File: config.mk
export PLATFORM = sky130hd
export DESIGN_NAME = i2s_audio_tx
export DESIGN_NICKNAME = d
export VERILOG_FILES = /design/src/rtl/i2s_audio_tx_pkg.sv /design/src/rtl/i2s_audio_tx_sync_fifo.sv /design/src/rtl/i2s_audio_tx.sv
export SDC_FILE = /design/constraint.sdc
export NUM_CORES = 1
export LEC_CHECK = 0
export BUFFER_PORTS_ARGS = -buffer_cell sky130_fd_sc_hd__buf_4
export CORE_AREA = 2 2 117 119
export CTS_BUF_LIST = sky130_fd_sc_hd__clkbuf_16
export DETAILED_ROUTE_END_ITERATION = 10
export DIE_AREA = 0 0 119 121
export HOLD_SLACK_MARGIN = 0.12
export PLACE_DENSITY = 0.78
export SYNTH_ARGS = -nofsm -noshare
export SYNTH_HDL_FRONTEND = slang
export SYNTH_SLANG_ARGS = --single-unit
export TNS_END_PERCENT = 10
File: constraint.sdc
create_clock -name clk -period 2.3 [get_ports clk]
set_input_delay 0.46 -clock clk [delete_from_list [all_inputs] [get_ports clk]]
set_output_delay 0.46 -clock clk [all_outputs]
set_load 0.03 [all_outputs]
File: src/rtl/i2s_audio_tx_pkg.sv
// Shared definitions for the I2S/TDM transmitter.
//   FMT_I2S / FMT_LJ : serial data alignment (Philips 1-bit delay / left-justified)
//   clog2            : ceiling log2 with a floor of 1, used for counter and pointer widths
package i2s_audio_tx_pkg;

  localparam int FMT_I2S = 0;
  localparam int FMT_LJ  = 1;

  function automatic int clog2(input int value);
    int r;
    r = 0;
    while ((1 << r) < value) r++;
    return (r < 1) ? 1 : r;
  endfunction

endpackage

File: src/rtl/i2s_audio_tx_sync_fifo.sv
// Single-clock frame FIFO.
//   clk, rst_n : clock, asynchronous active-low reset
//   push, wr_data : write request and data (ignored while full)
//   pop, rd_data  : read request (ignored while empty); rd_data shows the head entry
//   full, empty, level : occupancy flags and entry count
module i2s_audio_tx_sync_fifo
  import i2s_audio_tx_pkg::*;
#(
  parameter int WIDTH = 32,
  parameter int DEPTH = 4
) (
  input  logic                  clk,
  input  logic                  rst_n,
  input  logic                  push,
  input  logic [WIDTH-1:0]      wr_data,
  input  logic                  pop,
  output logic [WIDTH-1:0]      rd_data,
  output logic                  full,
  output logic                  empty,
  output logic [clog2(DEPTH):0] level
);

  localparam int AW = clog2(DEPTH);
  localparam logic [AW:0] FULL_LEVEL = (AW+1)'(DEPTH);

  logic [WIDTH-1:0] mem [DEPTH];
  logic [AW-1:0]    wr_ptr;
  logic [AW-1:0]    rd_ptr;
  logic             do_push;
  logic             do_pop;

  assign full    = (level == FULL_LEVEL);
  assign empty   = (level == '0);
  assign do_push = push && !full;
  assign do_pop  = pop && !empty;
  assign rd_data = mem[rd_ptr];

  // DEPTH is a power of two, so the pointers wrap naturally.
  always_ff @(posedge clk) begin
    if (do_push) mem[wr_ptr] <= wr_data;
  end

  always_ff @(posedge clk or negedge rst_n) begin
    if (!rst_n) begin
      wr_ptr <= '0;
      rd_ptr <= '0;
      level  <= '0;
    end else begin
      if (do_push) wr_ptr <= wr_ptr + 1'b1;
      if (do_pop)  rd_ptr <= rd_ptr + 1'b1;
      if (do_push && !do_pop)      level <= level + 1'b1;
      else if (!do_push && do_pop) level <= level - 1'b1;
    end
  end

endmodule

File: src/rtl/i2s_audio_tx.sv
// I2S / TDM audio serialiser with a frame FIFO.
//   clk, rst_n    : system clock, asynchronous active-low reset
//   en            : serialiser enable; low clears clocks, counters and shift register
//   s_data        : one frame, channel 0 in the LSBs, two's complement
//   s_valid/ready : frame input handshake
//   fifo_level    : frames stored
//   underrun      : sticky, a frame start found the FIFO empty (cleared by reset or en=0)
//   i2s_mclk, i2s_sclk, i2s_lrclk, i2s_sdin : pins to the DAC
//
// Handshake: a frame is transferred on every clk edge where s_valid && s_ready;
// s_ready is high whenever the FIFO is not full (and low while in reset), and it
// does not depend on s_valid. s_data must be stable while s_valid is high.
module i2s_audio_tx
  import i2s_audio_tx_pkg::*;
#(
  parameter int SAMPLE_W   = 16,
  parameter int SLOT_W     = 32,
  parameter int CHANNELS   = 2,
  parameter int MCLK_DIV   = 2,
  parameter int SCLK_DIV   = 4,
  parameter int FIFO_DEPTH = 4,
  parameter int FMT_MODE   = 0
) (
  input  logic                         clk,
  input  logic                         rst_n,
  input  logic                         en,
  input  logic [CHANNELS*SAMPLE_W-1:0] s_data,
  input  logic                         s_valid,
  output logic                         s_ready,
  output logic [clog2(FIFO_DEPTH):0]   fifo_level,
  output logic                         underrun,
  output logic                         i2s_mclk,
  output logic                         i2s_sclk,
  output logic                         i2s_lrclk,
  output logic                         i2s_sdin
);

  localparam int FRAME    = CHANNELS * SLOT_W;
  localparam int DW       = CHANNELS * SAMPLE_W;
  localparam int SCLK_LEN = MCLK_DIV * SCLK_DIV;   // clk cycles per SCLK period
  localparam int MW       = clog2(MCLK_DIV);
  localparam int CW       = clog2(SCLK_LEN);
  localparam int PW       = clog2(FRAME);

  localparam logic [MW-1:0] MCLK_LAST = MW'(MCLK_DIV - 1);
  localparam logic [MW-1:0] MCLK_HALF = MW'(MCLK_DIV / 2);
  localparam logic [CW-1:0] SCLK_LAST = CW'(SCLK_LEN - 1);
  localparam logic [CW-1:0] SCLK_HALF = CW'(SCLK_LEN / 2);
  localparam logic [PW-1:0] POS_LAST  = PW'(FRAME - 1);
  localparam logic [PW-1:0] POS_SLOT1 = PW'(SLOT_W);

  logic             alive;
  logic [MW-1:0]    mclk_cnt;
  logic [CW-1:0]    sclk_cnt;
  logic [PW-1:0]    pos;        // SCLK period index within the current frame
  logic [PW-1:0]    next_pos;
  logic             started;    // a frame has begun since en went high
  logic [FRAME-1:0] sreg;
  logic [FRAME-1:0] load_vec;
  logic [DW-1:0]    frame_src;
  logic             lj_bit;     // data bit in left-justified timing
  logic             dly_bit;    // same bit one SCLK later (Philips timing)
  logic             mclk_q, sclk_q, lrclk_q, lr_next;
  logic             fall, frame_start;
  logic [DW-1:0]    fifo_rd;
  logic             fifo_full, fifo_empty;

  i2s_audio_tx_sync_fifo #(
    .WIDTH (DW),
    .DEPTH (FIFO_DEPTH)
  ) u_fifo (
    .clk     (clk),
    .rst_n   (rst_n),
    .push    (s_valid && s_ready),
    .wr_data (s_data),
    .pop     (frame_start),
    .rd_data (fifo_rd),
    .full    (fifo_full),
    .empty   (fifo_empty),
    .level   (fifo_level)
  );

  assign s_ready = alive && !fifo_full;

  // A falling SCLK edge is produced on the clk edge where the SCLK phase counter
  // reaches the half period; every frame boundary sits on one of these.
  assign fall        = en && (sclk_cnt == SCLK_HALF);
  assign frame_start = fall && (!started || (pos == POS_LAST));
  assign next_pos    = frame_start ? '0 : pos + 1'b1;

  // Each sample goes MSB-first at the top of its slot, zero padded below.
  always_comb begin
    frame_src = fifo_empty ? '0 : fifo_rd;
    load_vec  = '0;
    for (int c = 0; c < CHANNELS; c++) begin
      load_vec[FRAME-1-c*SLOT_W -: SAMPLE_W] = frame_src[c*SAMPLE_W +: SAMPLE_W];
    end
  end

  always_comb begin
    lr_next = 1'b0;
    if (CHANNELS == 2)           lr_next = (next_pos >= POS_SLOT1);
    else if (FMT_MODE == FMT_LJ) lr_next = (next_pos == '0);
    else                         lr_next = (next_pos == POS_LAST);
  end

  always_ff @(posedge clk or negedge rst_n) begin
    if (!rst_n) alive <= 1'b0;
    else        alive <= 1'b1;
  end

  always_ff @(posedge clk or negedge rst_n) begin
    if (!rst_n) begin
      mclk_cnt <= '0;
      sclk_cnt <= '0;
      pos      <= '0;
      started  <= 1'b0;
      sreg     <= '0;
      lj_bit   <= 1'b0;
      dly_bit  <= 1'b0;
      mclk_q   <= 1'b0;
      sclk_q   <= 1'b0;
      lrclk_q  <= 1'b0;
    end else if (!en) begin
      mclk_cnt <= '0;
      sclk_cnt <= '0;
      pos      <= '0;
      started  <= 1'b0;
      sreg     <= '0;
      lj_bit   <= 1'b0;
      dly_bit  <= 1'b0;
      mclk_q   <= 1'b0;
      sclk_q   <= 1'b0;
      lrclk_q  <= 1'b0;
    end else begin
      mclk_cnt <= (mclk_cnt == MCLK_LAST) ? '0 : mclk_cnt + 1'b1;
      sclk_cnt <= (sclk_cnt == SCLK_LAST) ? '0 : sclk_cnt + 1'b1;
      // Both clocks start their high phase on the first enabled edge.
      mclk_q   <= (mclk_cnt < MCLK_HALF);
      sclk_q   <= (sclk_cnt < SCLK_HALF);
      if (fall) begin
        started <= 1'b1;
        pos     <= next_pos;
        lrclk_q <= lr_next;
        dly_bit <= lj_bit;
        if (frame_start) begin
          lj_bit <= load_vec[FRAME-1];
          sreg   <= {load_vec[FRAME-2:0], 1'b0};
        end else begin
          lj_bit <= sreg[FRAME-1];
          sreg   <= {sreg[FRAME-2:0], 1'b0};
        end
      end
    end
  end

  always_ff @(posedge clk or negedge rst_n) begin
    if (!rst_n)                           underrun <= 1'b0;
    else if (!en)                         underrun <= 1'b0;
    else if (frame_start && fifo_empty)   underrun <= 1'b1;
  end

  assign i2s_mclk  = mclk_q;
  assign i2s_sclk  = sclk_q;
  assign i2s_lrclk = lrclk_q;
  assign i2s_sdin  = (FMT_MODE == FMT_I2S) ? dly_bit : lj_bit;

endmodule
* Word level (Yosys, flattened, before mapping) *
Memory sizes are Yosys's and may differ from the RTL's.
Index checks and enable logic that the tools add are counted.

storage, ports and cells
  register bits = 89
  output and inout port bits = 9
  memory bits (writable) = 128
  memories kept = 1
  bits of input ports = 36
  logic and storage cells = 77

memory list
  name        depth  width  read ports  clocked after memory_dff  write ports  RTL line                      source
  u_fifo.mem  4      32     1           0                         1            i2s_audio_tx_sync_fifo.sv:26  logic [WIDTH-1:0] mem [DEPTH];

cells by class
  add/sub/neg operators = 7
  muxes and demuxes = 28
  magnitude comparators = 3
  eq/ne operators = 6
  reductions and logical operators = 17

operators by type and width
  cell                                                    number
  two-way mux 64 bit                                      3
  two-way mux 32 bit                                      1
  two-way mux 6 bit                                       3
  two-way mux 1 bit                                       17
  two-way mux 3 bit                                       4
  equality test 3 bit (second input constant)             3
  logical AND 1 bit                                       9
  adder 3 x 1 -> 3 bit (second input constant)            2
  adder 6 x 1 -> 6 bit (second input constant)            1
  equality test 6 bit (second input constant)             1
  >= comparator 6 bit (second input constant)             1
  logical NOT 1 bit                                       5
  adder 2 x 1 -> 2 bit (second input constant)            2
  inequality test 2 x 1 -> 1 bit (second input constant)  2
  logical NOT 3 bit                                       1
  < comparator 3 bit (second input constant)              1
  subtractor 3 x 1 -> 3 bit (second input constant)       1
  nonzero test 2 bit                                      1
  adder 1 bit (second input constant)                     1
  logical OR 1 bit                                        1
  < comparator 1 bit (second input constant)              1

* Logic depth before layout (Yosys ltp) *
Gate-level depths: netlist of run 1.

  depth after elaboration = 9
  gate-level depth with buffers = 11
  depth with buffers taken out = 10

* Cells and area by module *
A second synthesis of run 1 with hierarchy kept.

unflattened totals
  cells, all modules = 539
  area, all modules = 8625.8 µm²

by module, submodules not included
  module                  cells an instance  area an instance (µm²)  times used  seq. area each (µm²)
  i2s_audio_tx_sync_fifo  204                5094.9                  1           4018.9
  i2s_audio_tx            335                3530.9                  1           1601.5

* Least setup slack after synthesis of run 1 *
No wires, ideal clock.

  path type = register -> register
  start = register u_fifo.level[0]
  end = register u_fifo.level[2]
  data arrival time = 2.572 ns
  library setup time = 0.080 ns
  stages on the path, launching flop included = 10
  setup slack = -0.352 ns
  cell sequence = dfrtp_1 -> nor2_1 -> a21boi_1 -> and2_0 -> ha_1 -> inv_1 -> fa_1 -> xor2_1 -> nor2_1 -> xor2_1

on the way
  longest elaborated chain between the ends = 8

ends and longest elaborated chain
  element                       RTL line                      source
  start: declaration            i2s_audio_tx_sync_fifo.sv:20  output logic [clog2(DEPTH):0] level
  start signal: assignment      i2s_audio_tx_sync_fifo.sv:51  if (do_push && !do_pop) level <= level + 1'b1;
  start signal: assignment      i2s_audio_tx_sync_fifo.sv:52  else if (!do_push && do_pop) level <= level - 1'b1;
  equality test 3 bit (*)       i2s_audio_tx_sync_fifo.sv:32  assign full = (level == FULL_LEVEL);
  logical NOT 1 bit (*)         i2s_audio_tx.sv:83            assign s_ready = alive && !fifo_full;
  logical AND 1 bit (*)         i2s_audio_tx.sv:83
  net s_ready                   i2s_audio_tx.sv:29            output logic s_ready,
  logical AND 1 bit (*)         i2s_audio_tx.sv:74            .push (s_valid && s_ready),
  logical AND 1 bit (*)         i2s_audio_tx_sync_fifo.sv:34  assign do_push = push && !full;
  net u_fifo.do_push            i2s_audio_tx_sync_fifo.sv:29  logic do_push;
  logical NOT 1 bit             i2s_audio_tx_sync_fifo.sv:52
  logical AND 1 bit             i2s_audio_tx_sync_fifo.sv:52
  nonzero test 2 bit (no line)  -

The timed path passes the listed nets; every way through them passes the cells marked *. The select of a mux whose other input is x is not followed.
A chain may end at the register's enable or synchronous reset.

* Worst setup path in the final report of run 1 *
  start = register pos[0]
  end = register u_fifo.level[1]

on the way
  longest elaborated chain between the ends = 7

ends and longest elaborated chain
  element                                                  RTL line                      source
  start: declaration                                       i2s_audio_tx.sv:55            logic [PW-1:0] pos;
  start signal: assignment                                 i2s_audio_tx.sv:143           pos <= next_pos;
  equality test 6 bit (*)                                  i2s_audio_tx.sv:88            assign frame_start = fall && (!started || (pos == POS_LAST));
  logical OR 1 bit (*)                                     i2s_audio_tx.sv:88
  logical AND 1 bit (*)                                    i2s_audio_tx.sv:88
  logical AND 1 bit (*)                                    i2s_audio_tx_sync_fifo.sv:35  assign do_pop = pop && !empty;
  logical NOT 1 bit                                        i2s_audio_tx_sync_fifo.sv:51
  logical AND 1 bit                                        i2s_audio_tx_sync_fifo.sv:51
  two-way mux 3 bit or nonzero test 2 bit (tied branches)  -

Mark *: on every way between the ends. The rest lies on a longest branch, timed or not.

==> flow_summary.json, run 1 <==
{
  "antenna_left": 0,
  "synth.most_common_cell": "edfxtp_1",
  "hold_class": "in -> reg",
  "antenna_found_initial": 0,
  "fin_nets": 551,
  "numCtsBuffers": 17,
  "synth_edf_count": 128,
  "worstMarginPinSlew_ps": 641,
  "grt_pass1_wl_mm": 23.1,
  "combPwrFrac_pct": 21.6,
  "fin_tns_setup_ps": 0,
  "synthFlopType": "edfxtp_1",
  "drive_above_1_share_pct": 29.3,
  "ir_worst_vdd_v": 0.000837,
  "synth_commonest_cells": "edfxtp_1, dfrtp_1, nand2_1",
  "fmax_mhz": 461,
  "p_per_area_nw_per_um2": 991,
  "synth_fp_nets": 495,
  "grt_overflow": 0,
  "cp.arrival_ps": 2480,
  "path_max_fanout": 4,
  "drcViolationCount": 0,
  "post_drt_wl_per_cell_um": 20.2,
  "slew_headroom_pct": 57.3,
  "portBuffers": 44,
  "internal-power_mw": 6.54,
  "dpl-instance-area_um2": 8460,
  "fin_worst_skew_ps": 6.76,
  "core_um2": 13100,
  "fin_area_um2": 9020,
  "clockBufferDepth": 2,
  "post-route-period-util_pct": 94.3,
  "post-place-ws_ps": 120,
  "fin_util_pct": 69.0,
  "crit_path_start_kind": "flop",
  "root_buffer": "clkbuf_16",
  "startpoint": "pos[0]",
  "die_w_um": 119,
  "clkPwrFrac_pct": 30.1,
  "vias": 4181,
  "drv_slew": 0,
  "syn_inst": 449,
  "clk_pin_slew_ps": 70,
  "required_ps": 2610,
  "ioPinCount": 45,
  "async_reset_ff_share_pct": 35.7,
  "grt_pass1_vias": 4511,
  "worstSkewPairLatency_ps": 430,
  "rr_endpoint": "u_fifo.level[1]",
  "num_rows": 42,
  "path_class": "reg -> reg",
  "h-tree-depth": 4,
  "seqCellArea_um2": 5620,
  "syn2layout_area_growth_pct": 15.7,
  "fin_ws_ps": 131,
  "synth_seq_area_share_pct": 72.1,
  "multiInputGateArea_um2": 2030,
  "finalHoldViolations": 0,
  "avgSynthCellArea_um2": 17.4,
  "synth_top_area_share_pct": 49.3,
  "r2r.worst_path.cells": 8,
  "clock_sinks": 199,
  "diodes": 0,
  "dr.pass1.iters": 4,
  "power_mw": 8.94,
  "die_h_um": 121,
  "synth_area_um2": 7800,
  "yosysUniqueCellTypes": 42,
  "ys_warn_count": 0,
  "rrSetupSlack_ps": 130,
  "initial_core_util_pct": 59.6,
  "p_sw_mw": 2.40,
  "place_congestion": 0.769,
  "dpl.cell_count": 661,
  "hpwl_mm": 8.31,
  "cts_tree": "done",
  "post_cts_buffers": 0,
  "drtIter0Drc": 247,
  "p_leak_nw": 3.43,
  "yosys.area.top_type": "edfxtp_1",
  "grt.total_usage_pct": 21.5,
  "instances_no_fill": 694,
  "die_area_um2": 14400,
  "whs_ps": 228,
  "r2r-start": "pos[0]",
  "status": "finished clean",
  "grt_max_degree": 51,
  "viasPerCell": 6.02,
  "routed_wirelength_mm": 14.0,
  "setup_violations": 0,
  "synth_area_leaders": "edfxtp_1, dfrtp_1, mux4_2",
  "synth-seq-cells": 199,
  "p_seq_share_pct": 48.3,
  "swShare_pct": 26.8,
  "finalCriticalPeriod_ps": 2170,
  "critPathCaptureType": "flop",
  "rsz0062_at_grt": "false",
  "critPathCapture": "u_fifo.level[1]",
  "drv_cap": 0,
  "fill_cells": 812
}
[worst min-delay path by stage]
| stage | endpoint | startpoint | slack [ps] | cells past startpoint |
|---|---|---|---|---|
| global placement | mclk_cnt | mclk_cnt | 420 | 1 |
| finish | u_fifo.mem[0][22] | s_data[22] | 230 | 1 |
| detailed placement | mclk_cnt | mclk_cnt | 430 | 1 |
| CTS | u_fifo.mem[0][22] | s_data[22] | 210 | 1 |
| floorplan | alive | rst_n | 160 | 0 |
| global route | u_fifo.mem[1][11] | s_data[11] | 210 | 1 |
[worst max-delay path, cell delays in order, from the launching register on]
cell and delay (ps):
dfrtp_1 400, ha_2 220, nand3_1 120, o21ai_2 210, nand3_2 120, ha_1 230, inv_1 70, fa_1 410
mux2_2 270
[placed cells by master, fill, tap and decap left out, types with 3 or more instances in the layout]
| cell type | n |
|---|---|
| edfxtp_1 | 128 |
| nand2_1 | 38 |
| dfrtp_2 | 3 |
| o21ai_0 | 24 |
| ha_1 | 8 |
| nor2b_1 | 3 |
| mux4_2 | 32 |
| buf_4 | 58 |
| clkinv_2 | 8 |
| a21oi_1 | 3 |
| xnor2_1 | 5 |
| a22o_1 | 8 |
| buf_12 | 7 |
| inv_1 | 8 |
| and3_1 | 6 |
| o21ai_1 | 13 |
| dfrtp_1 | 68 |
| clkbuf_16 | 17 |
| nor2_1 | 3 |
| a32oi_1 | 31 |
| a22o_2 | 10 |
| or3_1 | 3 |
| clkinv_4 | 3 |
[per-layer routing]
layer | vias to the layer above | GRT usage [%] | wire (um)
met4 | 0 | 9.60 | 285
met3 | 20 | 4.98 | 752
met2 | 129 | 35.6 | 7310
met5 | - | 0 | 0
met1 | 2147 | 27.5 | 5630
li1 | 1885 | - | -
[registers in the layout, summed over array words and instances (netlist names), 2 cells and up]
| register | count |
|---|---|
| sreg | 47 |
| sclk_cnt | 3 |
| u_fifo.mem | 128 |
| pos | 6 |
| u_fifo.rd_ptr | 2 |
| u_fifo.wr_ptr | 2 |
| u_fifo.level | 3 |
[final cells by class]
cell class,instances,area share (%)
Clock buffer,17,4.72
Clock inverter,15,1.25
Inverter,7,0.291
Multi-Input combinational cell,214,22.5
Sequential cell,199,62.3
Tap cell,176,2.44
Timing Repair Buffer,66,6.49
[logic make-up after synthesis]
kind of cell | after synthesis | synth area share [%]
XOR/XNOR | 7 | 0.786
other | 1 | 0.0481
AND/OR/NAND/NOR | 63 | 3.84
multiplexers | 34 | 9.53
AO/OA/AOI/OAI | 99 | 9.60
flip-flops | 199 | 72.1
buffers and inverters | 36 | 2.42
adder cells (fa/ha/maj) | 10 | 1.70
[power groups by stage]
stage               logic (mW)  registers, mW  clock network, mW
floorplan                 1.34           4.40                  0
global placement          1.93           4.36                  0
detailed placement        1.97           4.39                  0
CTS                       1.98           4.32               2.75
global route              2.12           4.34               2.89
finish                    1.93           4.32               2.69
[what timing repair did]
item / 4_1_cts / 5_1_grt
resized for setup: 0 / 3
hold buffers: 1 / 0
endpoints found under the hold margin: 49 / 0
setup endpoints to repair: 0 / 2
No activity file was read; power rests on OpenSTA's default activity.
==> inputs of run 2 (changes only) <==
--- a/config.mk
+++ b/config.mk
@@ -12,6 +12,7 @@
 export DIE_AREA = 0 0 119 121
 export HOLD_SLACK_MARGIN = 0.12
 export PLACE_DENSITY = 0.78
+export REMOVE_ABC_BUFFERS = 1
 export SYNTH_ARGS = -nofsm -noshare
 export SYNTH_HDL_FRONTEND = slang
 export SYNTH_SLANG_ARGS = --single-unit
==> run 2 against run 1 <==
Compared with the run above: design area up 0.31%; highest routed layer unchanged; largest power group unchanged; largest cell class unchanged; critical endpoint is now u_fifo.level[2]; flip-flop and latch count unchanged; hold slack better by 4.6 ps; critical path type unchanged; fmax down 0.39%; combinational power about the same; routed wire length up 2.0%; global-route usage up 0.11 points.
==> flow_summary.json, run 2 (same netlist as run 1, synthesis figures left out) <==
{
  "grt_pass1_wl_mm": 23.3,
  "routed_wirelength_mm": 14.3,
  "top_regs": "u_fifo.mem (128), sreg (47), pos (6)",
  "place_congestion": 0.785,
  "core_um2": 13100,
  "fill_cells": 801,
  "root_buffer": "clkbuf_16",
  "cp.arrival_ps": 2510,
  "setup_violations": 0,
  "initial_core_util_pct": 59.6,
  "p_per_area_nw_per_um2": 1010,
  "r2r.worst_path.cells": 10,
  "finalCriticalPeriod_ps": 2180,
  "post_drt_wl_per_cell_um": 20.5,
  "grt_overflow": 0,
  "rsz0062_at_grt": "false",
  "die_w_um": 119,
  "die_h_um": 121,
  "status": "finished clean",
  "crit_path_start_kind": "flop",
  "layout_common_cells": "edfxtp_1, dfrtp_1, buf_4, nand2_1, mux4_2",
  "path_class": "reg -> reg",
  "fin_nets": 554,
  "drv_cap": 0,
  "grt.total_usage_pct": 21.6,
  "antenna_left": 0,
  "drcViolationCount": 0,
  "whs_ps": 233,
  "hold_class": "in -> reg",
  "startpoint": "sclk_cnt[0]",
  "portBuffers": 44,
  "clock_sinks": 199,
  "numCtsBuffers": 17,
  "met2_usage_pct": 35.8,
  "r2r-start": "sclk_cnt[0]",
  "grtUsageMet1_pct": 28.6,
  "h-tree-depth": 4,
  "syn2layout_area_growth_pct": 16.1,
  "finalHoldViolations": 0,
  "fmax_mhz": 459,
  "ir_worst_vdd_v": 0.000838,
  "die_area_um2": 14400,
  "clk_pin_slew_ps": 60,
  "hpwl_mm": 8.51,
  "required_ps": 2640,
  "final_common_cell": "edfxtp_1",
  "num_rows": 42,
  "diodes": 0,
  "power_mw": 9.13,
  "p_leak_nw": 3.43,
  "grt_pass1_vias": 4447,
  "antenna_found_initial": 0,
  "fin_tns_setup_ps": 0,
  "ioPinCount": 45,
  "use_met3_pct": 5.08,
  "rr_endpoint": "u_fifo.level[2]",
  "top_usage_layer": "met2",
  "critPathCapture": "u_fifo.level[2]",
  "critPathCaptureType": "flop",
  "largest_register": "u_fifo.mem",
  "drv_slew": 0,
  "grt_max_degree": 50,
  "worstSkewPairLatency_ps": 420,
  "clockBufferDepth": 2,
  "drtIter0Drc": 360,
  "vias": 4251,
  "drive_above_1_share_pct": 28.5,
  "cts_tree": "done",
  "path_max_fanout": 3,
  "rrSetupSlack_ps": 120,
  "post-route-period-util_pct": 94.7,
  "dr.pass1.iters": 5,
  "viasPerCell": 6.11,
  "fin_worst_skew_ps": 6.31,
  "largest_register_ffs": 128
}
-- run 2: metal layers --
metal / routed length, um / share of wire (%) / up-vias
met5: 0 / 0 / -
met1: 6000 / 42 / 2180
met3: 695 / 4.9 / 26
met4: 286 / 2.0 / 0
met2: 7280 / 51 / 150
li1: - / - / 1895
-- run 2: final cells by class --
class / instances / area [um^2] / share of cell area [%]
Sequential cell: 199 / 5620 / 62.1
Tap cell: 176 / 220 / 2.43
Multi-Input combinational cell: 214 / 2010 / 22.2
Clock buffer: 17 / 425 / 4.70
Timing Repair Buffer: 69 / 608 / 6.72
Clock inverter: 14 / 138 / 1.52
Inverter: 7 / 26.3 / 0.290
-- run 2: timing repair --
action	in CTS	in global routing
gates resized for setup	0	4
buffers inserted	0	1
hold buffers	1	0
endpoints found under the hold margin	36	0
setup endpoints to repair	0	2
-- run 2: metrics by stage --
stage / utilization [%] / setup WS [ps] / cells / instance area (um^2)
after CTS: 69.1 / 1.09 / 695 / 9040
final: 69.2 / 122 / 696 / 9050
after detailed placement: 64.7 / 44.3 / 663 / 8460
after floorplan: - / -1920 / 420 / 7630
after global placement: 64.7 / 231 / 663 / 8460
after global routing: 69.2 / 4.66 / 696 / 9050
-- run 2: how the worst min path moves through the flow --
stage	start	endpoint	slack, ps	cells past startpoint
floorplan	rst_n	alive	160	0
global placement	mclk_cnt	mclk_cnt	420	1
detailed placement	mclk_cnt	mclk_cnt	420	1
CTS	s_data[22]	u_fifo.mem[3][22]	220	1
global route	s_data[25]	u_fifo.mem[1][25]	210	1
finish	s_data[25]	u_fifo.mem[1][25]	230	1
-- run 2: report_power, final --
part / leakage, nW / total (mW) / switching (mW) / internal (mW)
registers: 2.13 / 4.38 / 0.208 / 4.17
logic: 1.03 / 1.91 / 0.979 / 0.928
clock network: 0.277 / 2.84 / 1.26 / 1.59
total: 3.43 / 9.13 / 2.44 / 6.69
-- run 2: critical path, stage by stage (launching register included) --
cell and delay [ps]:
dfrtp_1 370, inv_1 50, ha_1 200, and3_1 220, nand3_1 120, ha_1 190, inv_1 60, fa_1 380
xor2_1 170, nor2_1 130, xor2_1 190
==> inputs of run 3 (changes only) <==
--- a/config.mk
+++ b/config.mk
@@ -6,14 +6,15 @@
 export NUM_CORES = 1
 export LEC_CHECK = 0
 export BUFFER_PORTS_ARGS = -buffer_cell sky130_fd_sc_hd__buf_4
-export CORE_AREA = 2 2 117 119
+export CORE_AREA = 2 2 123 125
 export CTS_BUF_LIST = sky130_fd_sc_hd__clkbuf_16
 export DETAILED_ROUTE_END_ITERATION = 10
-export DIE_AREA = 0 0 119 121
+export DIE_AREA = 0 0 125 127
 export HOLD_SLACK_MARGIN = 0.12
 export PLACE_DENSITY = 0.78
 export REMOVE_ABC_BUFFERS = 1
 export SYNTH_ARGS = -nofsm -noshare
 export SYNTH_HDL_FRONTEND = slang
+export SYNTH_HIERARCHICAL = 1
 export SYNTH_SLANG_ARGS = --single-unit
 export TNS_END_PERCENT = 10
==> run 3 against run 2 <==
Compared with the run above: via count rose by 20%; first-iteration DRC count rose by 81%; critical path depth rose by 1; largest cell class unchanged; total power rose by 8.3%.
==> flow_summary.json, run 3 <==
{
  "antenna_left": 0,
  "synth_area_leaders": "edfxtp_1, dfrtp_1, mux4_2",
  "die_area_um2": 15900,
  "fin_ws_ps": 136,
  "synth_edf_count": 128,
  "post-place-ws_ps": 1.80,
  "portBuffers": 44,
  "numCtsBuffers": 17,
  "core_um2": 14400,
  "synth_area_um2": 8630,
  "post_drt_wl_per_cell_um": 21.6,
  "routed_wirelength_mm": 16.8,
  "fin_util_pct": 68.0,
  "ir_worst_vdd_v": 0.000841,
  "finalHoldViolations": 0,
  "synth-seq-cells": 199,
  "hpwl_mm": 9.54,
  "vias": 5117,
  "async_reset_ff_share_pct": 35.7,
  "synth_commonest_cells": "edfxtp_1, dfrtp_1, nand2_1",
  "die_w_um": 125,
  "dr.pass1.iters": 8,
  "rsz0062_at_grt": "false",
  "initial_core_util_pct": 59.8,
  "grt_max_degree": 65,
  "grt_overflow": 0,
  "crit_path_start_kind": "flop",
  "ioPinCount": 45,
  "drv_slew": 0,
  "grt_pass1_vias": 5302,
  "critPathCaptureType": "flop",
  "slew_headroom_pct": 53.2,
  "grt_pass1_wl_mm": 27.8,
  "yosysUniqueCellTypes": 47,
  "hold_path_depth": 1,
  "r2r.worst_path.cells": 11,
  "post-route-period-util_pct": 94.1,
  "required_ps": 2660,
  "synth_top_area_share_pct": 44.6,
  "syn_inst": 539,
  "setup_violations": 0,
  "place_congestion": 0.790,
  "viasPerCell": 6.58,
  "cts_tree": "done",
  "layout_common_cells": "edfxtp_1, dfrtp_1, buf_4, nand2_1, nor3b_1",
  "syn2layout_area_growth_pct": 13.7,
  "synth.most_common_cell": "edfxtp_1",
  "clk_pin_slew_ps": 80,
  "finalCriticalPeriod_ps": 2160,
  "cp.arrival_ps": 2530,
  "drv_cap": 0,
  "fin_worst_skew_ps": 12.7,
  "largest_register_ffs": 128,
  "drive_above_1_share_pct": 24.7,
  "worstMarginPinSlew_ps": 701,
  "p_per_area_nw_per_um2": 1010,
  "yosys.area.top_type": "edfxtp_1",
  "drtIter0Drc": 653,
  "largest_register": "u_fifo/mem",
  "die_h_um": 127,
  "synth_seq_area_share_pct": 65.2,
  "path_class": "reg -> reg",
  "final_common_cell": "edfxtp_1",
  "synthFlopType": "edfxtp_1",
  "h-tree-depth": 4,
  "num_rows": 44,
  "path_max_fanout": 4,
  "clockBufferDepth": 2,
  "ys_warn_count": 6,
  "hold_class": "in -> reg",
  "fin_tns_setup_ps": 0,
  "status": "finished clean",
  "drcViolationCount": 0,
  "antenna_found_initial": 0,
  "fin_nets": 627,
  "top_regs": "u_fifo/mem (128), sreg (47), pos (6)",
  "fmax_mhz": 462,
  "root_buffer": "clkbuf_16",
  "grt.total_usage_pct": 22.7,
  "p_leak_nw": 3.54,
  "power_mw": 9.89,
  "avgSynthCellArea_um2": 16.0,
  "dpl-instance-area_um2": 9160,
  "clock_sinks": 199,
  "fin_area_um2": 9810,
  "worstSkewPairLatency_ps": 450,
  "diodes": 0
}
-- run 3: cell count changes after synthesis, sizes merged, moves of 2 or more --
cell	previous run	this run
clkbuf	8	15
a41oi	0	31
a32oi	31	0
nor3b	1	34
or3	3	1
buf	21	37
nor2b	3	5
o2111ai	0	31
o211ai	1	31
o21ai	38	5
and2	3	9
-- run 3: where the power goes --
part / switching [mW] / internal (mW)
clock: 1.42 / 1.54
sequential: 0.149 / 4.17
combinational: 1.33 / 1.28
-- run 3: area by class of cell --
cell class                 count  area, um^2
inverter                       7        26.3
sequential                   199        5620
clock buffer                  17         425
tap                          184         230
multi-input combinational    281        2660
timing repair buffer          75         678
clock inverter                15         165
fill                         962        4620
-- run 3: cell families (layout without fill, tap and decap cells) --
logic type,Yosys count,in the layout,synth area share [%]
compound gates,129,129,12.4
xor+xnor,7,7,0.711
fa+ha+maj,10,10,1.54
buf+inv,59,114,4.53
flops,199,199,65.2
mux,34,34,8.83
other cells,1,1,0.0435
simple gates,100,100,6.79
-- run 3: what timing repair did --
item / in CTS / in global routing
endpoints found under the hold margin: 42 / 0
resized for setup: 2 / 7
endpoints found under the setup margin: 1 / 2
pin swaps: 0 / 2
hold buffers: 1 / 0
setup buffers: 0 / 2
-- run 3: critical path: stages (launching register included) --
cell     delay (ps)
dfrtp_1         390
ha_2            210
nand3_1         110
o21ai_1         110
and2_4          170
nand2_2          80
ha_4            140
inv_1            40
fa_1            370
xor2_1          150
nor2_1          140
xor2_1          170
-- run 3: per-layer routing --
| layer | track usage [%] | wire length (um) | share of wire, % | vias up |
|---|---|---|---|---|
| li1 | - | - | - | 2254 |
| met1 | 29.7 | 7050 | 42 | 2639 |
| met2 | 37.1 | 8500 | 51 | 194 |
| met3 | 5.70 | 958 | 5.7 | 30 |
| met4 | 9.28 | 316 | 1.9 | 0 |
| met5 | 0 | 0 | 0 | - |
-- run 3: worst paths after layout --
check | startpoint | to | slack (ps)
worst max-delay path | pos[0] | u_fifo/level[2] | 140
worst min-delay path | s_data[5] | u_fifo/mem[3][5] | 210
worst max register to register | pos[0] | u_fifo/level[2] | 140
worst min register to register | mclk_cnt | mclk_cnt | 420
max in group asynchronous | rst_n | sreg[34] | 1170
min in group asynchronous | rst_n | u_fifo/wr_ptr[0] | 560
-- run 3: through the flow --
stage          hold WS, ps  instances
2_1_floorplan          164        487
3_3_place_gp           415        743
3_5_place_dp           422        743
4_1_cts                194        776
5_1_grt                189        778
6_report               208        778
